**config.mk**
```make
export PLATFORM = sky130hd
export DESIGN_NAME = mem_stage_ctrl
export DESIGN_NICKNAME = d
export VERILOG_FILES = /design/src/rtl/mem_stage_ctrl_pkg.sv /design/src/rtl/mem_stage_ctrl_mem_wb.sv /design/src/rtl/mem_stage_ctrl.sv
export SDC_FILE = /design/constraint.sdc
export NUM_CORES = 1
export LEC_CHECK = 0
export ABC_AREA = 1
export BUFFER_PORTS_ARGS = -buffer_cell sky130_fd_sc_hd__buf_2
export CELL_PAD_IN_SITES_DETAIL_PLACEMENT = 1
export CELL_PAD_IN_SITES_GLOBAL_PLACEMENT = 1
export CORE_MARGIN = 1
export CORE_UTILIZATION = 37
export CTS_CLUSTER_DIAMETER = 100
export DETAILED_ROUTE_END_ITERATION = 8
export GPL_TIMING_DRIVEN = 1
export PLACE_DENSITY = 0.89
export SLEW_MARGIN = 5
export SYNTH_ARGS = -nofsm -noshare
export SYNTH_HDL_FRONTEND = slang
export SYNTH_HIERARCHICAL = 1
export SYNTH_SLANG_ARGS = --single-unit
```
**constraint.sdc**
```tcl
create_clock -name clk -period 3.5 [get_ports clk]
set_clock_uncertainty 0.15 [all_clocks]
set_input_delay 0.525 -clock clk [delete_from_list [all_inputs] [get_ports clk]]
set_output_delay 0.525 -clock clk [all_outputs]
set_load 0.02 [all_outputs]
```
**src/rtl/mem_stage_ctrl_pkg.sv**
```systemverilog
// Shared definitions for the MEM stage: FSM encoding, writeback select codes
// and the default memory-timeout length.
package mem_stage_ctrl_pkg;

  typedef enum logic [1:0] {
    ST_IDLE = 2'd0,
    ST_BUSY = 2'd1,
    ST_DONE = 2'd2
  } state_e;

  localparam logic [1:0] MTR_ALU = 2'd0;
  localparam logic [1:0] MTR_MEM = 2'd1;
  localparam logic [1:0] MTR_PC4 = 2'd2;

  localparam int TIMEOUT_DEF = 16;

endpackage

```
**src/rtl/mem_stage_ctrl_mem_wb.sv**
```systemverilog
// MEM/WB pipeline register. A bubble kills the write but leaves the data
// fields holding their last values.
module mem_wb_reg #(
  parameter int N = 32
) (
  input  logic         clk,
  input  logic         reset,
  input  logic         load_i,
  input  logic         bubble_i,
  input  logic [N-1:0] read_data_i,
  input  logic [N-1:0] alu_result_i,
  input  logic [N-1:0] pc_plus4_i,
  input  logic [4:0]   write_register_i,
  input  logic [1:0]   memtoreg_i,
  input  logic         regwrite_i,
  output logic [N-1:0] read_data_o,
  output logic [N-1:0] alu_result_o,
  output logic [N-1:0] pc_plus4_o,
  output logic [4:0]   write_register_o,
  output logic [1:0]   memtoreg_o,
  output logic         regwrite_o
);

  always_ff @(negedge clk or negedge reset) begin
    if (!reset) begin
      read_data_o      <= '0;
      alu_result_o     <= '0;
      pc_plus4_o       <= '0;
      write_register_o <= '0;
      memtoreg_o       <= '0;
      regwrite_o       <= 1'b0;
    end else if (bubble_i) begin
      write_register_o <= '0;
      regwrite_o       <= 1'b0;
    end else if (load_i) begin
      read_data_o      <= read_data_i;
      alu_result_o     <= alu_result_i;
      pc_plus4_o       <= pc_plus4_i;
      write_register_o <= write_register_i;
      memtoreg_o       <= memtoreg_i;
      regwrite_o       <= regwrite_i;
    end
  end

endmodule

```
**src/rtl/mem_stage_ctrl.sv**
```systemverilog
// MEM stage: request/acknowledge data-memory access with upstream stall and
// timeout, branch/jump redirect, and the MEM/WB register.
module mem_stage_ctrl
  import mem_stage_ctrl_pkg::*;
#(
  parameter int N       = 32,
  parameter int TIMEOUT = TIMEOUT_DEF,
  parameter int CNT_W   = $clog2(TIMEOUT) + 1
) (
  input  logic         clk,
  input  logic         reset,
  input  logic [N-1:0] alu_result_i,
  input  logic [N-1:0] read_data2_i,
  input  logic [N-1:0] pc_plus_imm_i,
  input  logic [N-1:0] pc_plus4_i,
  input  logic [4:0]   write_register_i,
  input  logic [1:0]   memtoreg_i,
  input  logic         regwrite_i,
  input  logic         branch_i,
  input  logic         zero_i,
  input  logic         jal_i,
  input  logic         memwrite_i,
  input  logic         memread_i,
  output logic         dmem_req_o,
  output logic         dmem_we_o,
  output logic [N-1:0] dmem_addr_o,
  output logic [N-1:0] dmem_wdata_o,
  input  logic         dmem_ack_i,
  input  logic [N-1:0] dmem_rdata_i,
  output logic         stall_o,
  output logic         pcsrc_o,
  output logic [N-1:0] branch_target_o,
  output logic         mem_err_o,
  output logic [N-1:0] read_data_o,
  output logic [N-1:0] alu_result_o,
  output logic [N-1:0] pc_plus4_o,
  output logic [4:0]   write_register_o,
  output logic [1:0]   memtoreg_o,
  output logic         regwrite_o,
  output logic [1:0]   state_o
);

  state_e             state_q;
  logic [CNT_W-1:0]   cnt_q;
  logic [N-1:0]       data_q;
  logic               mem_op;
  logic               wb_load;
  logic               wb_bubble;
  logic [N-1:0]       wb_rdata;

  assign mem_op  = memread_i | memwrite_i;
  assign state_o = state_q;

  always_comb begin
    stall_o = 1'b0;
    case (state_q)
      ST_IDLE: stall_o = mem_op;
      ST_BUSY: stall_o = 1'b1;
      default: stall_o = 1'b0;
    endcase
  end

  // Redirect is suppressed while stalled so fetch does not act on a held branch twice.
  assign pcsrc_o         = ((branch_i & zero_i) | jal_i) & ~stall_o;
  assign branch_target_o = pc_plus_imm_i;

  assign wb_load   = ((state_q == ST_IDLE) && !mem_op) || (state_q == ST_DONE);
  assign wb_bubble = !wb_load;
  assign wb_rdata  = (state_q == ST_DONE) ? data_q : '0;

  always_ff @(negedge clk or negedge reset) begin
    if (!reset) begin
      state_q      <= ST_IDLE;
      cnt_q        <= '0;
      data_q       <= '0;
      dmem_req_o   <= 1'b0;
      dmem_we_o    <= 1'b0;
      dmem_addr_o  <= '0;
      dmem_wdata_o <= '0;
      mem_err_o    <= 1'b0;
    end else begin
      case (state_q)
        ST_IDLE: begin
          if (mem_op) begin
            dmem_req_o   <= 1'b1;
            dmem_we_o    <= memwrite_i;
            dmem_addr_o  <= alu_result_i;
            dmem_wdata_o <= read_data2_i;
            cnt_q        <= '0;
            state_q      <= ST_BUSY;
          end
        end
        ST_BUSY: begin
          // Ack takes priority over an expiring counter on the same edge.
          if (dmem_ack_i) begin
            data_q     <= dmem_we_o ? '0 : dmem_rdata_i;
            dmem_req_o <= 1'b0;
            state_q    <= ST_DONE;
          end else if (cnt_q == CNT_W'(TIMEOUT - 1)) begin
            mem_err_o  <= 1'b1;
            data_q     <= '0;
            dmem_req_o <= 1'b0;
            state_q    <= ST_DONE;
          end else begin
            cnt_q <= cnt_q + CNT_W'(1);
          end
        end
        ST_DONE: state_q <= ST_IDLE;
        default: state_q <= ST_IDLE;
      endcase
    end
  end

  mem_wb_reg #(.N(N)) u_mem_wb (
    .clk              (clk),
    .reset            (reset),
    .load_i           (wb_load),
    .bubble_i         (wb_bubble),
    .read_data_i      (wb_rdata),
    .alu_result_i     (alu_result_i),
    .pc_plus4_i       (pc_plus4_i),
    .write_register_i (write_register_i),
    .memtoreg_i       (memtoreg_i),
    .regwrite_i       (regwrite_i),
    .read_data_o      (read_data_o),
    .alu_result_o     (alu_result_o),
    .pc_plus4_o       (pc_plus4_o),
    .write_register_o (write_register_o),
    .memtoreg_o       (memtoreg_o),
    .regwrite_o       (regwrite_o)
  );

endmodule
```
**Yosys cells after proc, flatten, opt, wreduce, memory -nomap -nowiden**

Index checks and enable logic that the tools add are counted.

- Reduce and logical (&&, ||, !) cells: 12
- Bitwise operators: 6
- Equality and inequality tests: 7
- Muxes and demuxes: 19
- Add/subtract/negate cells: 1

Operators with widths:

| kind | number |
|---|---|
| 32-bit two-way mux | 4 |
| 5-bit two-way mux | 4 |
| 5-bit one-hot mux with 2 select lines | 1 |
| 2-bit two-way mux | 3 |
| 2-bit inequality test, second input constant | 3 |
| 2-bit AND reduction | 3 |
| 3-bit AND reduction | 2 |
| 5-bit by 1-bit adder with 5-bit output, second input constant | 1 |
| 5-bit by 4-bit equality test with 1-bit output, second input constant | 1 |
| 1-bit two-way mux | 4 |
| 1-bit one-hot mux with 2 select lines | 2 |
| 2-bit one-hot mux with 2 select lines | 1 |
| 4-bit AND reduction | 1 |
| 2-bit nonzero test | 2 |
| 3-bit inequality test, second input constant | 1 |
| 1-bit AND | 2 |
| 2-bit by 1-bit equality test with 1-bit output, second input constant | 1 |
| 2-bit equality test, second input constant | 1 |
| 2-bit zero test | 1 |
| 1-bit NOT | 2 |
| 1-bit bitwise OR | 2 |
| 1-bit logical AND | 1 |
| 1-bit zero test | 1 |
| 1-bit logical OR | 1 |

- Bits of input ports: 176
- Register bits after elaboration: 210
- Output and inout port bits: 207
- Word-level logic and storage cells: 59

**Longest topological paths before layout**

Gate-level depths: netlist of run 1.

- Depth after elaboration: 5
- Depth in mapped cells: 11
- Mapped depth without buffers: 9

**By module**

Netlist of run 1, hierarchy kept.

By module, submodules not included:

| module | cells an instance | instances | area an instance (um^2) | seq. area each (um^2) |
|---|---|---|---|---|
| mem_stage_ctrl | 587 | 1 | 4840.9 | 2652.5 |
| mem_wb_reg | 452 | 1 | 4077.7 | 2602.5 |

==> results.tsv, run 1 <==
metric	value	unit
WL met1	14100	um
full die area	0.0247	sq mm
clock tree buffer depth	3	
worst setup path startpoint	state_o[1]	
nets	1639	
Die Wd	157	um
final HPWL from detailed placement	20700	um
Clock H-tree levels	1	
final worst slack	-0.417	ns
first-pass GRT wire length	53500	um
most frequent cells in the layout	nand2_1 (419), dfrtn_1 (210), buf_6 (178), nand3_1 (175), buf_4 (155)	
RSZ-0062 raised after global routing	true	
final core occ	59.0	%
Worst Hold Launch	data_q[8]	
Setup violations, final	109	
global placement routability congestion	0.776	
number of DRC markers in iteration 0	611	
largest net degree at the start of global routing	65	
Crit Path Max Fanout	3	
CTS buffer count	24	
DR WL met3	2700	um
TritonCTS clock tree	done	
Slew headroom	48.2	%
clk root buf	clkbuf_16	
metal2 WL	20500	um
drt wl/cell	22.0	um
vias in the first global route	9685	
Syn Inst Count	1039	
PwrDens	984	mW/mm^2
Max-Cap Viols	0	
Clk Latency, worst-skew pair	0.52	ns
Ports	383	
mapped cell area	0.00892	sq mm
GR Overflow Total	0	
Worst EP required	2.82	ns
final max-slew violation count	0	
DR top layer	met5	
CP Launch Type	flip-flop	
layout cells sized above 1	37.7	%
CP endpoint kind	primary output	
vias per cell	5.15	
Area growth syn-to-layout	55.7	%
initial core utilization	37.9	%
worst slew pin tran	0.777	ns
Seq/Total Area, Yosys	58.9	%
Warnings, synthesis	6	
PortBufs	318	
Vert. Die Dim	157	um
hold buffer count at cts	0	
antenna violations before repair	6	
row cnt	56	
CTS Sinks	210	
final WL	39600	um
Yosys cell types	19	
DR DRC count	0	
Place WS	-0.338	ns
Vias	9268	
launching point of the worst reg2reg path	state_o[1]	
CP arrival	3.24	ns
commonest non-fill, non-tap cell in the layout	nand2_1	
Final ANT Viol Nets	0	
GRT Total Usage	28.1	%
syn nets	1217	
HP Class	reg -> reg	
#FFs+latches synth	210	
Hold Fails Final Rpt	0	
Final Total Pwr	13.7	mW
Peak VDD IR	0.613	mV
syn avg cell area	8.58	sq um
CP Class	reg -> out	
total core area	0.0235	sq mm
Leak Pwr	7.49	nW
Clock Pin Slew Worst Setup and Hold Paths	0.04	ns
Fill cells	2707	
failing checks	setup timing	
router iterations before antenna repair	5	
status	finished, violations left	
[cell families after synthesis]
| logic type | Yosys count | synth area share [%] |
|---|---|---|
| simple gates | 644 | 29.7 |
| compound gates | 36 | 2.30 |
| flops | 210 | 58.9 |
| fa+ha+maj | 2 | 0.281 |
| buf+inv | 147 | 8.80 |
[synth_stat cells]
master | number | area share (%)
o21bai_1 | 1 | 0.084
o21ai_0 | 17 | 0.95
inv_2 | 3 | 0.13
buf_4 | 38 | 3.2
nor2_2 | 2 | 0.14
nand4_1 | 1 | 0.070
buf_2 | 42 | 2.4
nand2_2 | 2 | 0.14
nand2_1 | 425 | 18
clkbuf_1 | 15 | 0.63
nor2_1 | 39 | 1.6
o21ai_1 | 10 | 0.56
a21oi_1 | 2 | 0.11
o21ai_2 | 6 | 0.59
buf_6 | 5 | 0.63
nand3_1 | 175 | 9.8
ha_1 | 2 | 0.28
inv_1 | 44 | 1.9
dfrtn_1 | 210 | 59
[final timing paths]
check	to	slack [ns]	cells after the start
worst max-delay path	pcsrc_o	-0.42	6
worst min-delay path	data_q[8]	0.29	2
worst max register to register	u_mem_wb/pc_plus4_o[8]	0.04	20
worst min register to register	data_q[8]	0.29	2
max in group asynchronous	u_mem_wb/alu_result_o[4]	1.08	2
min in group asynchronous	dmem_addr_o[29]	1.49	1
[per-layer routing]
| metal | GRT usage, % | up-vias |
|---|---|---|
| met5 | 0 | - |
| li1 | - | 4072 |
| met3 | 5.42 | 141 |
| met1 | 30.6 | 4625 |
| met4 | 13.7 | 2 |
| met2 | 51.8 | 428 |
[registers in the layout, indices dropped and copies added, names as in the netlist]
name                       cells
state_o                        2
dmem_we_o                      1
dmem_req_o                     1
data_q                        32
u_mem_wb/memtoreg_o            2
mem_err_o                      1
u_mem_wb/alu_result_o         32
u_mem_wb/pc_plus4_o           32
dmem_addr_o                   32
u_mem_wb/write_register_o      5
u_mem_wb/read_data_o          32
dmem_wdata_o                  32
u_mem_wb/regwrite_o            1
cnt_q                          5
[timing repair]
action                                  4_1_cts  5_1_grt
endpoints found under the setup margin      175      274
pin swaps                                     3        2
resized for setup                           341       26
buffers inserted                             76       60
cloned                                        0        4
[cell type report]
| type | instances | area (sq um) | share of cell area, % |
|---|---|---|---|
| inverters | 47 | 196 | 1.41 |
| clock buffers | 39 | 748 | 5.39 |
| diodes | 5 | 12.5 | 0.0901 |
| flip-flops and latches | 210 | 5260 | 37.9 |
| multi-input cells | 682 | 2970 | 21.4 |
| well taps | 319 | 399 | 2.87 |
| repair buffers | 496 | 4310 | 31.0 |
[stage by stage]
stage                     hold slack [ns]  cells  TNS, ns  instance area, sq um
after global routing                0.312   1797    -6.69                 13900
after CTS                           0.275   1733   -24.17                 13300
after detailed placement            0.263   1618   -27.70                 10900
after global placement              0.258   1618   -23.02                 10900
after floorplan                     0.264   1039  -0.0418                  8990
final                               0.286   1798    -3.83                 13900
[report_power, final]
group	switching [mW]	total, mW	internal (mW)
logic	3.77	6.88	3.12
clock network	0.983	2.42	1.44
registers	0.834	4.36	3.52
total	5.58	13.7	8.08
[worst max-delay path, cell delays in order, from the launching register on]
cell and delay [ns]:
dfrtn_1 0.49, buf_6 0.13, nor2_4 0.03, nand2_4 0.07
nand2_4 0.06, nor2_4 0.08, buf_6 0.12
No activity file was read; power rests on OpenSTA's default activity.
==> inputs of run 2 (changes only) <==
==> constraint.sdc (replaced) <==
create_clock -name clk -period 3.5 [get_ports clk]
set_clock_uncertainty 0.15 [all_clocks]
set_input_delay 0.35 -clock clk [delete_from_list [all_inputs] [get_ports clk]]
set_output_delay 0.35 -clock clk [all_outputs]
set_load 0.02 [all_outputs]
==> run 2 against run 1 <==
- largest cell class unchanged
- critical path type unchanged
- global-route usage fell by 4.0 points
- the run still ends with setup timing left
- final area down 15%
- combinational power fell by 32%
- cell count decreased by 7.3%
- non-clock buffer count is 133 lower
==> results.tsv, run 2 (synthesis results as in run 1) <==
metric	value	unit	change
status	finished, violations left		
failing checks	setup timing		
Seq pwr share	36.1	%	+4.2 points
Leak Pwr	6.58	nW	-12%
total core area	0.0235	sq mm	unchanged
initial core utilization	37.9	%	unchanged
Vert. Die Dim	157	um	unchanged
Vias	8221		-11%
row cnt	56		unchanged
worst slew pin tran	0.744	ns	-0.0326 ns
Top Family by Delay on Critical Path	flip-flops		
Final ANT Viol Nets	0		unchanged
Setup violations, final	4		-96%
Die Wd	157	um	unchanged
CP max stage cell	dfrtn_1		
nets	1506		-8.1%
final HPWL from detailed placement	20100	um	-2.8%
Place WS	-0.0948	ns	+0.243 ns
CP cell instances	inv_2 > nand2_4 > nand2_4 > nor2_4 > buf_6		
Clk Latency, worst-skew pair	0.52	ns	about the same
Crit Path Max Fanout	4		+1
first-pass GRT wire length	46800	um	-12%
Clk network pwr share	22.8	%	+5.1 points
commonest non-fill, non-tap cell in the layout	nand2_1		
hold buffer count at cts	0		unchanged
Clock H-tree levels	1		unchanged
Hold Fails Final Rpt	0		unchanged
vias in the first global route	9105		-6.0%
HP Class	reg -> reg		
final WL	29800	um	-25%
TritonCTS clock tree	done		
DR DRC count	0		unchanged
largest net degree at the start of global routing	68		+4.6%
CP Class	reg -> out		
most frequent cells in the layout	nand2_1 (421), buf_2 (314), dfrtn_1 (210), nand3_1 (175), inv_1 (43)		
Sw Pwr	4.76	mW	-15%
Area growth syn-to-layout	31.7	%	
GR Overflow Total	0		unchanged
Max-Cap Viols	0		unchanged
Clock Pin Slew Worst Setup and Hold Paths	0.04	ns	about the same
CTS Sinks	210		unchanged
CTS buffer count	24		unchanged
PwrDens	966	mW/mm^2	-1.9%
vias per cell	4.93		-4.3%
clk root buf	clkbuf_16		
number of DRC markers in iteration 0	418		-32%
global placement routability congestion	0.772		-0.49%
drt wl/cell	17.9	um	-19%
antenna violations before repair	2		-4
Ports	383		unchanged
GRT Total Usage	24.1	%	-4.0 points
layout cells sized above 1	31.4	%	-6.3 points
CP peak stage delay	0.50	ns	about the same
RSZ-0062 raised after global routing	true		
most used cell, CP	nand2_4		
final worst slack	-0.197	ns	+0.219 ns
Non-Filler Instances	1666		-7.3%
Worst EP required	3.00	ns	+0.18 ns
combinational group share of total power	41.1	%	-9.3 points
CP arrival	3.20	ns	-0.04 ns
final max-slew violation count	0		unchanged
full die area	0.0247	sq mm	unchanged
sw frac	42.0	%	+1.1 points
CP Launch Type	flip-flop		
placed cells	1616		-0.12%
Slew headroom	50.4	%	+2.2 points
PortBufs	318		unchanged
CP endpoint kind	primary output		
WP buf/inv	2		unchanged
router iterations before antenna repair	4		-1
internal cell power	6.58	mW	-19%
Peak VDD IR	0.560	mV	-8.7%
clock tree buffer depth	3		unchanged
==> run 2: cell count changes in the layout (fill, tap and decap cells not counted), sizes merged <==
| cell | previous run | this run |
|---|---|---|
| buf | 491 | 362 |
| bufinv | 0 | 2 |
| clkbuf | 44 | 37 |
| clkinvlp | 0 | 1 |
| diode | 5 | 2 |
| clkinv | 1 | 5 |
==> run 2: worst paths after layout <==
check | endpoint | start | depth (start not counted) | slack, ns
setup / recovery | pcsrc_o | state_o[1] | 5 | -0.20
hold / removal | dmem_wdata_o[25] | dmem_wdata_o[25] | 2 | 0.26
setup reg to reg | data_q[23] | cnt_q[0] | 10 | 1.46
hold reg to reg | dmem_wdata_o[25] | dmem_wdata_o[25] | 2 | 0.26
max in group asynchronous | dmem_addr_o[23] | reset | 2 | 1.28
min in group asynchronous | data_q[8] | reset | 1 | 1.31
==> run 2: stage by stage <==
| stage | setup TNS, ns | power [mW] | instance area (sq um) | util (%) | hold slack, ns |
|---|---|---|---|---|---|
| after floorplan | 0 | 6.84 | 8930 | - | 0.264 |
| after global placement | -0.146 | 8.44 | 10800 | 46.1 | 0.259 |
| after detailed placement | -3.38 | 8.68 | 10800 | 46.1 | 0.264 |
| after CTS | -0.523 | 11.5 | 11700 | 49.9 | 0.266 |
| after global routing | -0.702 | 12.1 | 11700 | 49.9 | 0.280 |
| final | -0.479 | 11.3 | 11700 | 49.9 | 0.262 |
==> run 2: final cells by class <==
cell class / count / area [sq um]
diodes: 2 / 5.00
inverters: 47 / 178
multi-input cells: 682 / 2940
repair buffers: 363 / 2160
clock inverters: 7 / 87.6
well taps: 319 / 399
flip-flops and latches: 210 / 5260
clock buffers: 36 / 727
fillers: 2905 / 11800
==> run 2: timing repair <==
item                                    in CTS  in global routing
endpoints found under the setup margin       4                  4
pin swaps                                    1                  0
resized for setup                           13                  0
setup buffers                                5                  0
==> run 2: metal layers <==
metal	vias up	global-route usage (%)	part of all wire, %
met2	296	44.2	51
met1	4022	26.6	39
met4	0	10.1	4.1
met3	86	5.56	6.4
met5	-	0	0
li1	3817	-	-
==> run 2: power by group through the flow <==
stage,clock (mW),sequential (mW),combinational [mW]
2_1_floorplan,0,5.05,1.79
3_5_place_dp,0,4.11,4.57
3_3_place_gp,0,4.06,4.38
6_report,2.59,4.10,4.66
4_1_cts,2.66,4.10,4.71
5_1_grt,2.73,4.23,5.11
==> run 2: tightest hold or removal path: cells and delay by family, from the launching register on <==
family	cells	cell delay, ns
and+or+nand+nor	2	0.10
DFF	1	0.40
